[config.mk]
export PLATFORM = sky130hd
export DESIGN_NAME = rtlola_eval_scheduler
export DESIGN_NICKNAME = d
export VERILOG_FILES = /design/src/rtl/rtlola_sched_pkg.sv /design/src/rtl/rtlola_event_fifo.sv /design/src/rtl/rtlola_eval_scheduler.sv
export SDC_FILE = /design/constraint.sdc
export NUM_CORES = 1
export LEC_CHECK = 0
export CAP_MARGIN = 20
export CORE_ASPECT_RATIO = 1.25
export CORE_MARGIN = 3
export CORE_UTILIZATION = 35
export DETAILED_ROUTE_END_ITERATION = 10
export HOLD_SLACK_MARGIN = 0.08
export PLACE_DENSITY = 0.49
export SLEW_MARGIN = 30
export SYNTH_ARGS = -nofsm -noshare
export SYNTH_HDL_FRONTEND = slang
export SYNTH_SLANG_ARGS = --single-unit
export TNS_END_PERCENT = 20
[constraint.sdc]
create_clock -name clk -period 15.1 [get_ports clk]
set_input_delay 4.53 -clock clk [delete_from_list [all_inputs] [get_ports clk]]
set_output_delay 4.53 -clock clk [all_outputs]
set_load 0.02 [all_outputs]
[src/rtl/rtlola_sched_pkg.sv]
// Shared definitions for the RTLola evaluation scheduler: default widths,
// the default-width event record and the packed event width helper.
package rtlola_sched_pkg;

  localparam int DATA_W_DEF     = 64;
  localparam int TS_W_DEF       = 64;
  localparam int NUM_LAYERS_DEF = 4;

  // Field order matches the flat vector stored in the event FIFO (MSB first).
  typedef struct packed {
    logic [DATA_W_DEF-1:0] value;
    logic [TS_W_DEF-1:0]   ts;
    logic                  has_input;
    logic                  periodic;
  } sched_event_t;

  function automatic int event_bits(input int data_w, input int ts_w);
    return data_w + ts_w + 2;
  endfunction

endpackage

[src/rtl/rtlola_event_fifo.sv]
// Depth-parameterised event FIFO. A push into a full FIFO is accepted when a
// pop happens at the same edge; reads are from the head with no bypass.
module rtlola_event_fifo #(
  parameter int W     = 8,
  parameter int DEPTH = 4
) (
  input  logic         clk,
  input  logic         rst,
  input  logic         push,
  input  logic         pop,
  input  logic [W-1:0] wdata,
  output logic [W-1:0] rdata,
  output logic         full,
  output logic         empty,
  output logic         push_ok
);

  localparam int AW = $clog2(DEPTH);

  logic [W-1:0]  mem [DEPTH];
  logic [AW-1:0] wr_ptr;
  logic [AW-1:0] rd_ptr;
  logic [AW:0]   count;
  logic          do_pop;

  assign full    = (count == (AW+1)'(DEPTH));
  assign empty   = (count == '0);
  assign do_pop  = pop & ~empty;
  assign push_ok = push & (~full | do_pop);
  assign rdata   = mem[rd_ptr];

  // Pointers wrap naturally because DEPTH is a power of two.
  always_ff @(posedge clk or negedge rst) begin
    if (!rst) begin
      wr_ptr <= '0;
      rd_ptr <= '0;
      count  <= '0;
    end else begin
      if (push_ok) wr_ptr <= wr_ptr + 1'b1;
      if (do_pop)  rd_ptr <= rd_ptr + 1'b1;
      case ({push_ok, do_pop})
        2'b10:   count <= count + 1'b1;
        2'b01:   count <= count - 1'b1;
        default: count <= count;
      endcase
    end
  end

  always_ff @(posedge clk) begin
    if (push_ok) mem[wr_ptr] <= wdata;
  end

endmodule

[src/rtl/rtlola_eval_scheduler.sv]
// RTLola monitor front end: timestamps inputs and periodic deadlines, queues
// them as events and walks each popped event through the layer enable chain.
module rtlola_eval_scheduler
  import rtlola_sched_pkg::*;
#(
  parameter int DATA_W        = DATA_W_DEF,
  parameter int TS_W          = TS_W_DEF,
  parameter int QUEUE_DEPTH   = 4,
  parameter int PERIOD_CYCLES = 1000,
  parameter int NUM_LAYERS    = NUM_LAYERS_DEF,
  parameter int ISSUE_GAP     = 1
) (
  input  logic                  clk,
  input  logic                  rst,
  input  logic                  en,
  input  logic [DATA_W-1:0]     input_0,
  input  logic                  new_input_0,
  output logic [DATA_W-1:0]     ev_value,
  output logic [TS_W-1:0]       ev_time,
  output logic                  ev_periodic,
  output logic                  q_push,
  output logic                  q_push_valid,
  output logic                  q_pop,
  output logic                  q_pop_valid,
  output logic                  enable_in0,
  output logic [NUM_LAYERS-1:0] enable_out,
  output logic                  overflow,
  output logic                  busy
);

  localparam int EW  = event_bits(DATA_W, TS_W);
  localparam int DLW = $clog2(PERIOD_CYCLES);
  localparam int GW  = (ISSUE_GAP > 1) ? $clog2(ISSUE_GAP) : 1;
  localparam logic [DLW-1:0] DL_RELOAD  = DLW'(PERIOD_CYCLES - 1);
  localparam logic [GW-1:0]  GAP_RELOAD = GW'(ISSUE_GAP - 1);

  logic [TS_W-1:0] ts_cnt;
  logic [DLW-1:0]  dl_cnt;
  logic [GW-1:0]   gap_cnt;
  logic            layer_vld;

  logic            dl_hit;
  logic            create;
  logic [EW-1:0]   wdata;
  logic [EW-1:0]   rdata;
  logic            fifo_full;
  logic            fifo_empty;
  logic            push_ok;

  assign dl_hit = (dl_cnt == '0);
  assign create = new_input_0 | dl_hit;
  assign wdata  = {(new_input_0 ? input_0 : {DATA_W{1'b0}}), ts_cnt, new_input_0, dl_hit};

  // Handshake: q_push/q_push_valid report last edge's push attempt/acceptance;
  // q_pop marks an open issue slot this cycle and q_pop_valid means the head
  // entry is removed at the edge that ends this cycle (slot open and non-empty).
  assign q_pop       = rst & en & (gap_cnt == '0);
  assign q_pop_valid = q_pop & ~fifo_empty;

  assign busy = ~fifo_empty | layer_vld | (|enable_out);

  rtlola_event_fifo #(
    .W     (EW),
    .DEPTH (QUEUE_DEPTH)
  ) u_fifo (
    .clk     (clk),
    .rst     (rst),
    .push    (en & create),
    .pop     (q_pop_valid),
    .wdata   (wdata),
    .rdata   (rdata),
    .full    (fifo_full),
    .empty   (fifo_empty),
    .push_ok (push_ok)
  );

  always_ff @(posedge clk or negedge rst) begin
    if (!rst) begin
      ts_cnt       <= '0;
      dl_cnt       <= DL_RELOAD;
      gap_cnt      <= '0;
      layer_vld    <= 1'b0;
      q_push       <= 1'b0;
      q_push_valid <= 1'b0;
      overflow     <= 1'b0;
      ev_value     <= '0;
      ev_time      <= '0;
      ev_periodic  <= 1'b0;
      enable_in0   <= 1'b0;
      enable_out   <= '0;
    end else if (en) begin
      ts_cnt       <= ts_cnt + 1'b1;
      dl_cnt       <= dl_hit ? DL_RELOAD : dl_cnt - 1'b1;
      q_push       <= create;
      q_push_valid <= push_ok;
      // A drop only happens when full and nothing leaves at the same edge.
      if (create & fifo_full & ~q_pop_valid) overflow <= 1'b1;

      if (q_pop_valid)          gap_cnt <= GAP_RELOAD;
      else if (gap_cnt != '0)   gap_cnt <= gap_cnt - 1'b1;

      layer_vld  <= q_pop_valid;
      enable_in0 <= q_pop_valid & rdata[1];
      if (q_pop_valid) begin
        ev_value    <= rdata[EW-1 -: DATA_W];
        ev_time     <= rdata[TS_W+1 -: TS_W];
        ev_periodic <= rdata[0];
      end
      // Layer k+1 follows layer k one cycle later, independent of has_input.
      enable_out <= (enable_out << 1) | NUM_LAYERS'(layer_vld);
    end
  end

endmodule

==> results of run 1 <==
## area by class of cell
class / instances / share of cell area
inverters: 22 / 0.00249
clock buffers: 104 / 0.0621
well taps: 1053 / 0.0386
multi-input cells: 886 / 0.201
flip-flops and latches: 739 / 0.619
repair buffers: 229 / 0.0669
clock inverters: 33 / 0.0108
## power breakdown
part           total (uW)  leakage [uW]  switching, uW  internal (uW)
clock network        1870       0.00122            752           1120
logic                1620       0.00382            863            758
registers            2800       0.00722            223           2580
total                6290        0.0123           1840           4450
## worst min-delay path by stage
stage | cells after the start | slack (ns) | endpoint
final | 2 | 0.47 | ev_value[42]
after global routing | 2 | 0.50 | ev_value[57]
after CTS | 2 | 0.48 | ev_value[42]
after detailed placement | 2 | 0.46 | ev_time[31]
after global placement | 2 | 0.46 | ev_value[5]
after floorplan | 2 | 0.46 | dl_cnt[6]
## synthesized netlist by cell type, drive strengths merged (2+ instances only)
cell type and count:
nand3 39, xor2 27, and2 73, mux4 130, and3 12, and4 6
a21oi 3, o41ai 2, inv 21, nand2 424, nor2 30, a31oi 5
clkbuf 51, xnor2 45, edfxtp 520, or3 4, nor4 14, mux2 6
nand4 20, dfrtp 211, or2 2, nand2b 2, or4 5, o21ai 6
buf 21, dfstp 8, ha 6, nor3 15
## per-layer routing
| metal | vias up | track usage |
|---|---|---|
| li1 | 6775 | - |
| met1 | 7686 | 0.199 |
| met2 | 330 | 0.266 |
| met3 | 87 | 0.0264 |
| met4 | 0 | 0.0485 |
| met5 | - | 0 |
## state kept, by name (all words and copies together), names as in the netlist
| name | count |
|---|---|
| dl_cnt | 10 |
| enable_in0 | 1 |
| enable_out | 4 |
| ev_periodic | 1 |
| ev_time | 64 |
| ev_value | 64 |
| layer_vld | 1 |
| overflow | 1 |
| q_push | 1 |
| q_push_valid | 1 |
| ts_cnt | 64 |
| u_fifo.count | 3 |
| u_fifo.mem | 520 |
| u_fifo.rd_ptr | 2 |
| u_fifo.wr_ptr | 2 |
## worst min-delay path, delay by kind of cell, from the launching register on
kind             cells  cell delay, ns
flip-flops           1            0.34
AND/OR/NAND/NOR      2            0.10
## kinds of logic after synthesis
family	share of synthesized area
flip-flops	0.746
multiplexers	0.106
adder cells (fa/ha/maj)	0.00336
buffers and inverters	0.0131
XOR/XNOR	0.0223
AND/OR/NAND/NOR	0.104
AO/OA/AOI/OAI	0.00539
## per-stage QoR
| stage | utilization | worst slack, ns | hold WS, ns |
|---|---|---|---|
| after global placement | 0.398 | 2.77 | 0.458 |
| after global routing | 0.430 | 3.24 | 0.500 |
| final | 0.430 | 3.46 | 0.469 |
| after floorplan | - | 5.26 | 0.459 |
| after CTS | 0.429 | 2.72 | 0.479 |
| after detailed placement | 0.398 | 2.74 | 0.462 |
==> flow_summary.json, run 1 <==
{
  "drt-vias-per-instance": 4.85,
  "wl_met1_microns": 27400,
  "rsz0062_at_grt": "no",
  "crit_slowest_cell": "clkdlybuf4s50_1",
  "report.final.slew_viol_count": 0,
  "cp_cell_sequence": "clkdlybuf4s50_1 > buf_4 > nand3_4 > inv_4 > clkdlybuf4s50_1",
  "multiInputGateArea_sq_mm": 0.00684,
  "grt_pass1_wl_microns": 98200,
  "path_class": "input port to output port",
  "fillers": 7200,
  "critPathMaxStageDelay_ns": 0.86,
  "r2r-start": "dl_cnt[3]",
  "ant_nets": 0,
  "r2r-end": "u_fifo.mem[0][10]",
  "synth_largest_area_cell": "edfxtp_1",
  "fmax_mhz": 85.9,
  "synth_ff_type": "edfxtp_1",
  "grt_max_degree": 95,
  "synth_top_area_frac": 0.552,
  "crit_path_end": "q_pop_valid",
  "fin_total_pwr_uw": 6290,
  "layout_min_cycle_time_ns": 11.64,
  "drt-initial-drc-count": 1002,
  "cts_htree_levels": 3,
  "cts_inserted_buffers": 76,
  "peakVddDrop_uv": 148,
  "antenna_found_initial": 0,
  "hp-class": "flop to flop",
  "final_cell_mix": "edfxtp_1 (520), nand2_1 (423), dfrtp_1 (209)",
  "syn-cell-area_sq_mm": 0.0283,
  "yosysUniqueCellTypes": 50,
  "critPathBufInv": 4,
  "cts_resized": 0,
  "top_layer_used": "met4",
  "vias": 14900,
  "worstSetupStartpoint": "en",
  "ys_ff_latch": 739,
  "root_buffer": "clkbuf_16",
  "die_x_microns": 260,
  "gp_congestion": 0.764,
  "finalHoldViolCount": 0,
  "reg2regPathDepth": 6,
  "final_nets": 2029,
  "regArea_sq_mm": 0.0211,
  "dr_wl_met3_microns": 2890,
  "grt_usage": 0.154,
  "path_delay_family": "buffers and inverters",
  "insertion_delay_ns": 0.61,
  "num_rows": 115,
  "end_kind": "output port",
  "die_area_sq_mm": 0.0843,
  "finalWirelength_microns": 63900,
  "cts_tree": "yes",
  "period_share": 0.771,
  "postSynthAreaPerCell_sq_um": 16.5,
  "coreArea_sq_mm": 0.0794,
  "drc": 0,
  "critical_path.most_common_cell": "clkdlybuf4s50_1",
  "skew_ns": 0.0273,
  "initial_core_util": 0.356,
  "cts_buffer_depth": 3,
  "syn_nets": 1794,
  "drive_above_1_share": 0.148,
  "routedWlPerCell_microns": 20.8,
  "grt_pass1_vias": 15900,
  "relSlewSlack": 0.320,
  "setup_violations": 0,
  "mostFrequentLayoutCell": "edfxtp_1",
  "synth_edf_count": 520,
  "start_kind": "input port",
  "drv_cap": 0,
  "synth.area.top_cells": "edfxtp_1 (55%), dfrtp_1 (19%), mux4_2 (10%)",
  "chipHeight_microns": 324,
  "syn_inst": 1719,
  "ys_warn_count": 0,
  "finalSetupTns_ns": 0,
  "ys_seq_area_frac": 0.746,
  "status": "complete, no violations",
  "stdcell_area_sq_mm": 0.0341,
  "io_pins": 208,
  "crit_fanout": 36,
  "hold_path.startpoint": "ev_value[42]",
  "dp_cells": 2927,
  "crit_arrival_ns": 7.11,
  "crit_required_ns": 10.57,
  "instances_no_fill": 3066,
  "syn2layout_area_growth_pct": 20.6,
  "async_flop_share": 0.296,
  "p_per_area_mw_per_mm2": 184,
  "cts.clk_slew.worst_paths_ns": 0.05,
  "crit_cells": 5,
  "wl_met2_microns": 32100,
  "antenna_cells": 0,
  "dr.pass1.iters": 5,
  "clock-sinks": 739,
  "io_buffers": 207,
  "worstMarginPinSlew_ns": 1.01,
  "hpwlAfterDp_microns": 37400,
  "cts.hold.buffers_added": 0,
  "post_cts_buffers": 0,
  "grt.overflow.total": 0,
  "r2r_slack_ns": 10.42,
  "placedInstanceArea_sq_mm": 0.0316,
  "p_leak_uw": 0.0123
}
No activity file was read; power rests on OpenSTA's default activity.
==> run 2, diff against run 1 <==
clock period = 12.1 ns   (was 15.1 ns; I/O delays follow)
==> run 2 against run 1 <==
Clock power grew 26%. Register-to-register slack got worse by 2.2 ns. Total power rose by 25%. Cell count about the same. Clock-buffer cell count is 5 higher. Sequential share of layout area fell by 0.14 points. Cell area increased by 0.22%. Largest power group unchanged. First-iteration DRC count is 27% lower.
==> flow_summary.json, run 2 (synthesis gave the netlist of run 1 again) <==
{
  "status": "complete, no violations",
  "crit_required_ns": 8.47,
  "rsz0062_at_grt": "no",
  "p_leak_uw": 0.0123,
  "peakVddDrop_uv": 105,
  "cts.clk_slew.worst_paths_ns": 0.06,
  "cts_buffer_depth": 3,
  "p_per_area_mw_per_mm2": 230,
  "final_nets": 2028,
  "final_cell_mix": "edfxtp_1 (520), nand2_1 (423), dfrtp_1 (209)",
  "path_class": "input port to output port",
  "mostFrequentLayoutCell": "edfxtp_1",
  "multiInputGateArea_sq_mm": 0.00684,
  "finalSetupTns_ns": 0,
  "layout_min_cycle_time_ns": 9.56,
  "root_buffer": "clkbuf_16",
  "period_share": 0.790,
  "hpwlAfterDp_microns": 37300,
  "finalWirelength_microns": 63700,
  "p_sw_uw": 2290,
  "clock-sinks": 739,
  "p_int_uw": 5570,
  "fmax_mhz": 105,
  "critPathMaxStageDelay_ns": 0.75,
  "io_buffers": 207,
  "cts_resized": 0,
  "holdWs_ns": 0.470,
  "chipHeight_microns": 324,
  "setup_violations": 0,
  "path_delay_family": "buffers and inverters",
  "grt_max_degree": 170,
  "grt.overflow.total": 0,
  "relSlewSlack": 0.399,
  "antenna_found_initial": 0,
  "vias": 14900,
  "io_pins": 208,
  "worstMarginPinSlew_ns": 0.901,
  "regArea_sq_mm": 0.0211,
  "initial_core_util": 0.356,
  "seqPwrFrac": 0.444,
  "critical_path.most_common_cell": "clkdlybuf4s50_1",
  "start_kind": "input port",
  "combPwrFrac": 0.257,
  "finalHoldViolCount": 0,
  "grt_pass1_wl_microns": 98500,
  "fin_total_pwr_uw": 7860,
  "insertion_delay_ns": 0.62,
  "drive_above_1_share": 0.149,
  "die_area_sq_mm": 0.0843,
  "cts.hold.buffers_added": 0,
  "cts_htree_levels": 3,
  "die_x_microns": 260,
  "crit_slowest_cell": "clkdlybuf4s50_1",
  "grt_pass1_vias": 16200,
  "drt-vias-per-instance": 4.85,
  "gp_congestion": 0.752,
  "drc": 0,
  "end_kind": "output port",
  "cp_cell_sequence": "clkdlybuf4s50_1 > buf_4 > nand3_4 > inv_4 > clkdlybuf4s50_1",
  "num_rows": 115,
  "post_cts_buffers": 0,
  "fillers": 7169,
  "pwr-share-clk": 0.299,
  "cts_tree": "yes",
  "sw_frac_of_total": 0.291,
  "drt-initial-drc-count": 733,
  "crit_arrival_ns": 5.93,
  "syn2layout_area_growth_pct": 20.8,
  "crit_fanout": 64,
  "cts_inserted_buffers": 75,
  "dr.pass1.iters": 5,
  "hp-class": "flop to flop",
  "critPathBufInv": 4,
  "report.final.slew_viol_count": 0,
  "coreArea_sq_mm": 0.0794,
  "regMostFlops": "u_fifo.mem",
  "grt_usage": 0.154,
  "skew_ns": 0.0278,
  "ant_nets": 0,
  "routedWlPerCell_microns": 20.8,
  "drv_cap": 0,
  "antenna_cells": 0,
  "post-route-util": 0.431,
  "largest_reg_flops": 520
}
## run 2: stage by stage
step,cell area [sq um],std cells,worst slack [ns]
after global routing,34200,3067,2.40
after floorplan,28300,1719,4.06
after CTS,34100,3065,2.50
after global placement,31600,2926,2.50
after detailed placement,31600,2927,2.50
final,34200,3067,2.54
## run 2: final timing paths
check,slack [ns],end,depth (start not counted),startpoint
min reg2reg,0.47,ev_value[46],2,ev_value[46]
max reg2reg,8.27,u_fifo.mem[1][14],5,dl_cnt[3]
min in group asynchronous,2.94,ev_value[45],1,rst
max in group asynchronous,7.80,ev_time[46],3,rst
min,0.47,ev_value[46],2,ev_value[46]
max,2.54,q_pop_valid,5,en
## run 2: per-layer routing
| layer | track usage | share of wire | vias up |
|---|---|---|---|
| met5 | 0 | 0 | - |
| met4 | 0.0472 | 0.021 | 0 |
| met3 | 0.0286 | 0.046 | 80 |
| met2 | 0.273 | 0.51 | 296 |
| met1 | 0.192 | 0.42 | 7708 |
| li1 | - | - | 6781 |
## run 2: cell type report
class / count / share of cell area
clock buffer: 109 / 0.0641
sequential: 739 / 0.617
inverter: 22 / 0.00249
multi-input combinational: 886 / 0.200
timing repair buffer: 229 / 0.0680
tap: 1053 / 0.0385
clock inverter: 29 / 0.00958
## run 2: tightest hold or removal path, delay by kind of cell (launching register included)
| family | cells | cell delay, ns |
|---|---|---|
| flip-flops | 1 | 0.34 |
| AND/OR/NAND/NOR | 2 | 0.10 |
## run 2: power groups by stage
stage / clock network [uW] / registers (uW) / logic [uW]
floorplan: 0 / 3730 / 998
global placement: 0 / 3560 / 2030
detailed placement: 0 / 3550 / 2070
CTS: 2430 / 3510 / 2080
global route: 2530 / 3550 / 2210
finish: 2350 / 3490 / 2020
==> run 3, diff against run 2 <==
clock period = 9.7 ns   (was 12.1 ns; I/O delays follow)
==> run 3 against run 2 <==
Largest cell class unchanged. Flip-flop and latch count unchanged. Worst setup slack worse by 0.37 ns. Core utilization about the same. Critical endpoint is now q_pop. Non-clock buffer count down 1. Cell count unchanged. Die area unchanged. Clock skew down 0.0070 ns. Via count up 0.28%. Largest power group unchanged.
==> flow_summary.json, run 3 (synthesis gave the netlist of run 1 again) <==
{
  "status": "complete, no violations",
  "antenna_found_initial": 0,
  "critical_path.most_common_cell": "clkdlybuf4s50_1",
  "die_area_sq_mm": 0.0843,
  "cts_resized": 0,
  "cts.hold.buffers_added": 0,
  "start_kind": "input port",
  "io_pins": 208,
  "post_cts_buffers": 0,
  "p_int_uw": 6960,
  "dr.pass1.iters": 6,
  "setup_violations": 0,
  "pwr-share-clk": 0.299,
  "hold_path.startpoint": "ev_value[45]",
  "reg2regPathDepth": 5,
  "finalSetupTns_ns": 0,
  "peakVddDrop_uv": 145,
  "crit_slowest_cell": "clkdlybuf4s50_1",
  "report.final.slew_viol_count": 0,
  "finalWirelength_microns": 64200,
  "syn2layout_area_growth_pct": 20.8,
  "stdcell_area_sq_mm": 0.0342,
  "r2r_slack_ns": 5.84,
  "insertion_delay_ns": 0.61,
  "cts_htree_levels": 3,
  "vias": 14900,
  "wl_met2_microns": 33100,
  "skew_ns": 0.0209,
  "num_rows": 115,
  "r2r-start": "dl_cnt[3]",
  "drt-initial-drc-count": 823,
  "die_x_microns": 260,
  "crit_arrival_ns": 4.62,
  "chipHeight_microns": 324,
  "r2r-end": "u_fifo.mem[0][44]",
  "routedWlPerCell_microns": 20.9,
  "finalHoldViolCount": 0,
  "largest_reg_flops": 520,
  "relSlewSlack": 0.384,
  "finalWorstSetupSlack_ns": 2.17,
  "fmax_mhz": 133,
  "top_layer_used": "met4",
  "cts.clk_slew.worst_paths_ns": 0.06,
  "clock-sinks": 739,
  "gp_congestion": 0.749,
  "drive_above_1_share": 0.145,
  "p_per_area_mw_per_mm2": 287,
  "final_nets": 2027,
  "cts_buffer_depth": 3,
  "hpwlAfterDp_microns": 37800,
  "drt-vias-per-instance": 4.86,
  "crit_required_ns": 6.79,
  "dr_wl_met3_microns": 2830,
  "antenna_cells": 0,
  "p_sw_uw": 2870,
  "rsz0062_at_grt": "no",
  "coreArea_sq_mm": 0.0794,
  "grt.overflow.total": 0,
  "root_buffer": "clkbuf_16",
  "critPathMaxStageDelay_ns": 0.63,
  "sw_frac_of_total": 0.292,
  "place_ws_ns": 2.16,
  "crit_fanout": 25,
  "cts_tree": "yes",
  "grt_pass1_vias": 16200,
  "layout_min_cycle_time_ns": 7.53,
  "ant_nets": 0,
  "combPwrFrac": 0.258,
  "final_cell_mix": "edfxtp_1 (520), nand2_1 (423), dfrtp_1 (209)",
  "initial_core_util": 0.356,
  "grt_pass1_wl_microns": 99000,
  "worstMarginPinSlew_ns": 0.917,
  "hp-class": "flop to flop",
  "post-route-util": 0.430,
  "drc": 0,
  "path_class": "input port to output port",
  "regMostFlops": "u_fifo.mem",
  "drv_cap": 0,
  "holdWs_ns": 0.474,
  "period_share": 0.777,
  "mostFrequentLayoutCell": "edfxtp_1",
  "cts_inserted_buffers": 75,
  "placedInstanceArea_sq_mm": 0.0317,
  "grt_usage": 0.154,
  "holdPathEnd": "ev_value[45]",
  "wl_met1_microns": 27200,
  "holdPathStages": 2,
  "fillers": 7087,
  "seqPwrFrac": 0.444,
  "grt_max_degree": 86,
  "io_buffers": 207,
  "cp_cell_sequence": "clkdlybuf4s50_1 > buf_4 > nand2_1 > inv_1 > clkdlybuf4s50_1",
  "end_kind": "output port",
  "p_leak_uw": 0.0123
}
[run 3: changes by cell type in the layout (fill, tap and decap cells not counted), moves of 2 or more]
cell,previous run,this run
buf_16,2,0
clkbuf_8,8,10
buf_12,2,5
clkinv_1,5,7
clkinv_2,12,7
clkbuf_16,80,83
bufinv_16,7,5
buf_6,6,4
clkbuf_1,21,27
clkinvlp_4,2,0
[run 3: cell type report]
cell class / count / area (sq um) / share of cell area
timing repair buffer: 228 / 2310 / 0.0675
inverter: 22 / 85.1 / 0.00249
clock buffer: 120 / 2320 / 0.0677
sequential: 739 / 21100 / 0.617
clock inverter: 19 / 211 / 0.00618
multi-input combinational: 886 / 6840 / 0.200
tap: 1053 / 1320 / 0.0385
[run 3: power groups by stage]
stage | Combinational [uW] | Clock, uW | Sequential [uW]
after floorplan | 1250 | 0 | 4650
after global placement | 2540 | 0 | 4460
after detailed placement | 2610 | 0 | 4440
after CTS | 2620 | 3040 | 4380
after global routing | 2760 | 3160 | 4440
final | 2530 | 2940 | 4360
[run 3: metal layers]
metal / GRT usage / vias to the layer above
li1: - / 6777
met2: 0.273 / 264
met1: 0.196 / 7791
met5: 0 / -
met4: 0.0378 / 0
met3: 0.0306 / 74
[run 3: per-stage QoR]
stage / power, uW / std cells
floorplan: 5900 / 1719
global placement: 7000 / 2926
detailed placement: 7040 / 2928
CTS: 10000 / 3067
global route: 10400 / 3067
finish: 9830 / 3067
[run 3: worst max-delay path: cells and delay by family]
kind / cells / cell delay [ns]
buffers and inverters: 4 / 1.54
AND/OR/NAND/NOR: 1 / 0.16
[run 3: worst max path at each step]
stage               from               end  slack, ns  depth (start not counted)
floorplan             en  u_fifo.mem[0][0]       2.51                          5
finish                en             q_pop       2.17                          5
detailed placement    en             q_pop       2.16                          5
global route          en             q_pop       2.11                          5
CTS                   en             q_pop       2.16                          5
global placement      en             q_pop       2.16                          5
